`src/rtl/seg7_scan_ctrl.sv`:
```
// Multiplexed 7-segment scan controller with tear-free load,
// leading-zero blanking and inter-digit blank gaps.
module seg7_scan_ctrl #(
  parameter int NUM_DIGITS   = 4,
  parameter int DWELL_CYCLES = 50000,
  parameter int BLANK_CYCLES = 4
) (
  input  logic                    clk,
  input  logic                    rst_n,
  input  logic                    enable,
  input  logic                    blank_lz,
  input  logic                    load_valid,
  output logic                    load_ready,
  input  logic [4*NUM_DIGITS-1:0] load_data,
  output logic [6:0]              segs,
  output logic [NUM_DIGITS-1:0]   digit_en_n,
  output logic                    frame_done
);

  localparam int DW   = 4 * NUM_DIGITS;
  localparam int MAXC = (DWELL_CYCLES > BLANK_CYCLES) ?
                        DWELL_CYCLES : BLANK_CYCLES;
  localparam int TW   = (MAXC > 1) ? $clog2(MAXC) : 1;
  localparam int IW   = (NUM_DIGITS > 1) ? $clog2(NUM_DIGITS) : 1;

  localparam logic [TW-1:0] T_SHOW = TW'(DWELL_CYCLES - 1);
  localparam logic [TW-1:0] T_GAP  = TW'(BLANK_CYCLES - 1);
  localparam logic [IW-1:0] LAST   = IW'(NUM_DIGITS - 1);

  typedef enum logic [1:0] {
    IDLE,
    SHOW,
    GAP
  } state_t;

  state_t          state, nxt_state;
  logic [IW-1:0]   idx, nxt_idx;
  logic [TW-1:0]   timer, nxt_timer;
  logic [DW-1:0]   active, nxt_active;
  logic [DW-1:0]   pending, nxt_pend;
  logic            pending_vld, nxt_pvld;
  logic [DW-1:0]   upper;
  logic [3:0]      nib;
  logic            lz;

  function automatic logic [6:0] dec7seg(input logic [3:0] h);
    logic [6:0] s;
    unique case (h)
      4'h0: s = 7'b1000000;
      4'h1: s = 7'b1111001;
      4'h2: s = 7'b0100100;
      4'h3: s = 7'b0110000;
      4'h4: s = 7'b0011001;
      4'h5: s = 7'b0010010;
      4'h6: s = 7'b0000010;
      4'h7: s = 7'b1111000;
      4'h8: s = 7'b0000000;
      4'h9: s = 7'b0010000;
      4'hA: s = 7'b0001000;
      4'hB: s = 7'b0000011;
      4'hC: s = 7'b1000110;
      4'hD: s = 7'b0100001;
      4'hE: s = 7'b0000110;
      4'hF: s = 7'b0001110;
    endcase
    return s;
  endfunction

  always_comb begin
    nxt_state  = state;
    nxt_idx    = idx;
    nxt_timer  = timer;
    nxt_active = active;
    nxt_pend   = pending;
    nxt_pvld   = pending_vld;
    if (load_valid && load_ready) begin
      nxt_pend = load_data;
      nxt_pvld = 1'b1;
    end
    if (!enable) begin
      nxt_state = IDLE;
      nxt_idx   = '0;
      nxt_timer = '0;
    end else begin
      unique case (state)
        IDLE: begin
          nxt_state = SHOW;
          nxt_idx   = '0;
          nxt_timer = '0;
        end
        SHOW: begin
          if (timer == T_SHOW) begin
            nxt_state = GAP;
            nxt_timer = '0;
          end else begin
            nxt_timer = timer + TW'(1);
          end
        end
        GAP: begin
          if (timer == T_GAP) begin
            nxt_state = SHOW;
            nxt_timer = '0;
            if (idx == LAST) begin
              nxt_idx = '0;
              // ready is low whenever pending is full, so no clash with a new load
              if (pending_vld) begin
                nxt_active = pending;
                nxt_pvld   = 1'b0;
              end
            end else begin
              nxt_idx = idx + IW'(1);
            end
          end else begin
            nxt_timer = timer + TW'(1);
          end
        end
        default: begin
          nxt_state = IDLE;
          nxt_idx   = '0;
          nxt_timer = '0;
        end
      endcase
    end
    upper = nxt_active >> {nxt_idx, 2'b00};
    nib   = upper[3:0];
    lz    = blank_lz && (nxt_idx != '0) && (upper == '0);
  end

  always_ff @(posedge clk) begin
    if (!rst_n) begin
      state       <= IDLE;
      idx         <= '0;
      timer       <= '0;
      active      <= '0;
      pending     <= '0;
      pending_vld <= 1'b0;
      segs        <= 7'h7F;
      digit_en_n  <= '1;
      load_ready  <= 1'b1;
      frame_done  <= 1'b0;
    end else begin
      state       <= nxt_state;
      idx         <= nxt_idx;
      timer       <= nxt_timer;
      active      <= nxt_active;
      pending     <= nxt_pend;
      pending_vld <= nxt_pvld;
      load_ready  <= ~nxt_pvld;
      frame_done  <= (nxt_state == GAP) && (nxt_idx == LAST) &&
                     (nxt_timer == T_GAP);
      if (nxt_state == SHOW) begin
        digit_en_n <= ~(NUM_DIGITS'(1) << nxt_idx);
        segs       <= lz ? 7'h7F : dec7seg(nib);
      end else begin
        digit_en_n <= '1;
        segs       <= 7'h7F;
      end
    end
  end

endmodule

```
`config.mk`:
```
export PLATFORM = sky130hd
export DESIGN_NAME = seg7_scan_ctrl
export DESIGN_NICKNAME = d
export VERILOG_FILES = /design/src/rtl/seg7_scan_ctrl.sv
export SDC_FILE = /design/constraint.sdc
export NUM_CORES = 1
export LEC_CHECK = 0
export BUFFER_PORTS_ARGS = -buffer_cell sky130_fd_sc_hd__buf_2
export CELL_PAD_IN_SITES_DETAIL_PLACEMENT = 1
export CELL_PAD_IN_SITES_GLOBAL_PLACEMENT = 2
export CORE_ASPECT_RATIO = 0.5
export CORE_MARGIN = 4
export CORE_UTILIZATION = 38
export DETAILED_ROUTE_END_ITERATION = 8
export PLACE_DENSITY = 0.82
export SLEW_MARGIN = 20
export SYNTH_ARGS = -nofsm -noshare
export SYNTH_HDL_FRONTEND = slang
export SYNTH_SLANG_ARGS = --single-unit
```
`constraint.sdc`:
```
create_clock -name clk -period 5.9 [get_ports clk]
set_input_delay 1.77 -clock clk [delete_from_list [all_inputs] [get_ports clk]]
set_output_delay 1.77 -clock clk [all_outputs]
set_load 0.005 [all_outputs]
```
==> results.sh <==
export IMPL_io_pins=34
export IMPL_final_min_clock_period_ps=4610
export IMPL_synth_seq_cells=66
export IMPL_async_flop_share_pct=0
export IMPL_clk_pin_slew_ps=50
export IMPL_synth_distinct_cells=57
export IMPL_synth_ff_type="dfxtp_1"
export IMPL_antenna_found_initial=0
export IMPL_vias_per_cell=5.26
export IMPL_fillers=1061
export IMPL_synthCells=418
export IMPL_grt_pass1_wl_mm=15.4
export IMPL_die_area_mm2=0.0107
export IMPL_rsz0062_at_grt="false"
export IMPL_fmax_ghz=0.217
export IMPL_placed_area_mm2=0.00363
export IMPL_relSlewSlack_pct=58.0
export IMPL_grt_max_degree=37
export IMPL_synthesis_area_mm2=0.00342
export IMPL_grt_pass1_vias=3096
export IMPL_die_y_um=75.1
export IMPL_tritoncts="yes"
export IMPL_setup_worst_path_end_class="flip-flop"
export IMPL_ant_nets=0
export IMPL_worst_path_max_fanout=15
export IMPL_first_iter_violations=97
export IMPL_setup_worst_path_start_class="primary input"
export IMPL_hpwl_mm=6.97
export IMPL_dr_pass1_iters=4
export IMPL_cp_data_arrival_time_ps=4800
export IMPL_clock_skew_final_ps=6.82
export IMPL_finalNetCount=475
export IMPL_slew_violations=0
export IMPL_clock_sinks=66
export IMPL_status="completed"
export IMPL_wl_per_cell_um=16.4
export IMPL_synth_fp_nets=450
export IMPL_clk_latency_ps=330
export IMPL_core_rowCount=24
export IMPL_drc=0
export IMPL_finalHoldViolCount=0
export IMPL_pwr_density_cell_mw_per_mm2=256
export IMPL_fin_crit_sh_pct=78.1
export IMPL_syn_avg_cell_area_um2=8.19
export IMPL_yosysSeqAreaShare_pct=38.6
export IMPL_cts_buffers=9
export IMPL_hold_path_class="flip-flop to flip-flop"
export IMPL_drive_gt1_share_pct=14.6
export IMPL_setup_tns_ps=0
export IMPL_setup_viol=0
export IMPL_overflow=0
export IMPL_final_common_cell="nand2_1"
export IMPL_path_class="primary input to flip-flop"
export IMPL_initial_core_util_pct=39.2
export IMPL_core_area_mm2=0.00874
export IMPL_yosysWarnings=0
export IMPL_post_cts_resized=0
export IMPL_cts_htree_levels=3
export IMPL_ir_drop_v=0.000128
export IMPL_p_leak_nw=1.51
export IMPL_finalHoldWorstSlack_ps=460
export IMPL_post_route_util_pct=44.8
export IMPL_portBuffers=33
export IMPL_die_w_um=142
export IMPL_maxCapViolCount=0
export IMPL_dr_total_vias=2963
export IMPL_mostFrequentLayoutCells="nand2_1 (84), dfxtp_1 (66), nor2_1 (38)"
export IMPL_post_cts_buffers=0
export IMPL_grtUsageTotal_pct=18.5
export IMPL_areaGrowthSynthToFinish_pct=14.3
export IMPL_fin_area_mm2=0.00391
export IMPL_synth_edf_count=0
export IMPL_drt_total_wl_mm=9.24
export IMPL_cts_hold_buf=0
export IMPL_clock_root_buffer="clkbuf_16"
export IMPL_cp_required_ps=6090
export IMPL_tightest_slew_ps=628
export IMPL_clk_path_buf_depth=2
export IMPL_diodes=0
export IMPL_gp_congestion=0.831
==> state kept, by name, summed over array words and instances, names as in the netlist <==
name / cells
digit_en_n: 4
active: 16
segs: 7
state: 2
frame_done: 1
idx: 2
pending: 16
pending_vld: 1
load_ready: 1
timer: 16
==> synth_stat cells, drive strengths merged (2+ instances only) <==
master / n / area share (%)
nand2: 84 / 9.2
dfxtp: 66 / 39
nor2: 39 / 4.3
a21oi: 36 / 5.3
nand3: 19 / 2.8
o21ai: 15 / 2.2
xnor2: 12 / 3.1
clkbuf: 11 / 1.2
ha: 11 / 4.0
inv: 11 / 1.2
mux2i: 11 / 3.3
nor3: 11 / 1.6
buf: 10 / 2.2
mux2: 8 / 2.7
and2: 7 / 1.3
nand4: 7 / 1.5
nor4: 6 / 2.0
xor2: 6 / 1.5
and3: 5 / 0.91
a31oi: 4 / 0.73
and4: 4 / 1.0
or4: 4 / 0.88
a211o: 2 / 0.51
a211oi: 2 / 0.44
a22oi: 2 / 0.44
nor2b: 2 / 0.37
o211ai: 2 / 0.44
o21a: 2 / 0.44
or2: 2 / 0.37
==> path summary, 6_finish.rpt <==
kind | startpoint | depth (start not counted) | endpoint | slack [ps]
setup / recovery | enable | 13 | segs[4] | 1290
hold / removal | active[7] | 2 | active[7] | 460
setup reg to reg | timer[0] | 14 | segs[4] | 1540
hold reg to reg | active[7] | 2 | active[7] | 460
==> worst max-delay path: stages <==
cell	delay, ps
buf_2	120
and4_1	280
nand2_1	460
nand2_1	150
mux2_1	320
a221oi_2	460
inv_1	170
ha_1	260
and3_1	170
o2111ai_1	90
o21ai_1	110
a21boi_2	300
o211ai_1	140
==> cells by family (layout without fill, tap and decap cells) <==
logic type	count (synthesis)	count (layout)	synth area share, %
buffers and inverters	33	61	4.71
and+or+nand+nor	195	195	27.9
AOI/OAI and AO/OA	76	76	14.1
muxes	19	19	6.06
adders and majority gates	11	11	4.02
xor gates and xnor gates	18	18	4.60
DFF	66	66	38.6
==> stage by stage <==
step	cells	total power, mW	setup slack, ps
global route	563	1.05	1070
CTS	563	1.02	1300
finish	563	1.00	1290
global placement	549	0.519	1160
floorplan	418	0.499	1540
detailed placement	549	0.521	969
==> routing by layer <==
metal | wire (um) | vias to the layer above | global-route usage, %
met5 | 0 | - | 0
met3 | 281 | 10 | 5.14
met4 | 113 | 0 | 5.74
met2 | 4440 | 26 | 33.0
met1 | 4410 | 1432 | 22.1
li1 | - | 1495 | -
==> report_power, final <==
part	leakage, nW	switching [mW]	internal [mW]	total [mW]
sequential	0.537	0.00894	0.458	0.467
combinational	0.838	0.0265	0.0176	0.0441
clock	0.137	0.179	0.312	0.492
==> cell type report <==
| type | count | area (um2) | share of cell area, % |
|---|---|---|---|
| multi-input cells | 319 | 1940 | 49.6 |
| flip-flops and latches | 66 | 1320 | 33.8 |
| clock buffers | 12 | 267 | 6.81 |
| repair buffers | 35 | 180 | 4.60 |
| well taps | 117 | 146 | 3.74 |
| inverters | 12 | 45.0 | 1.15 |
| clock inverters | 2 | 12.5 | 0.320 |
No activity file was read; power rests on OpenSTA's default activity.
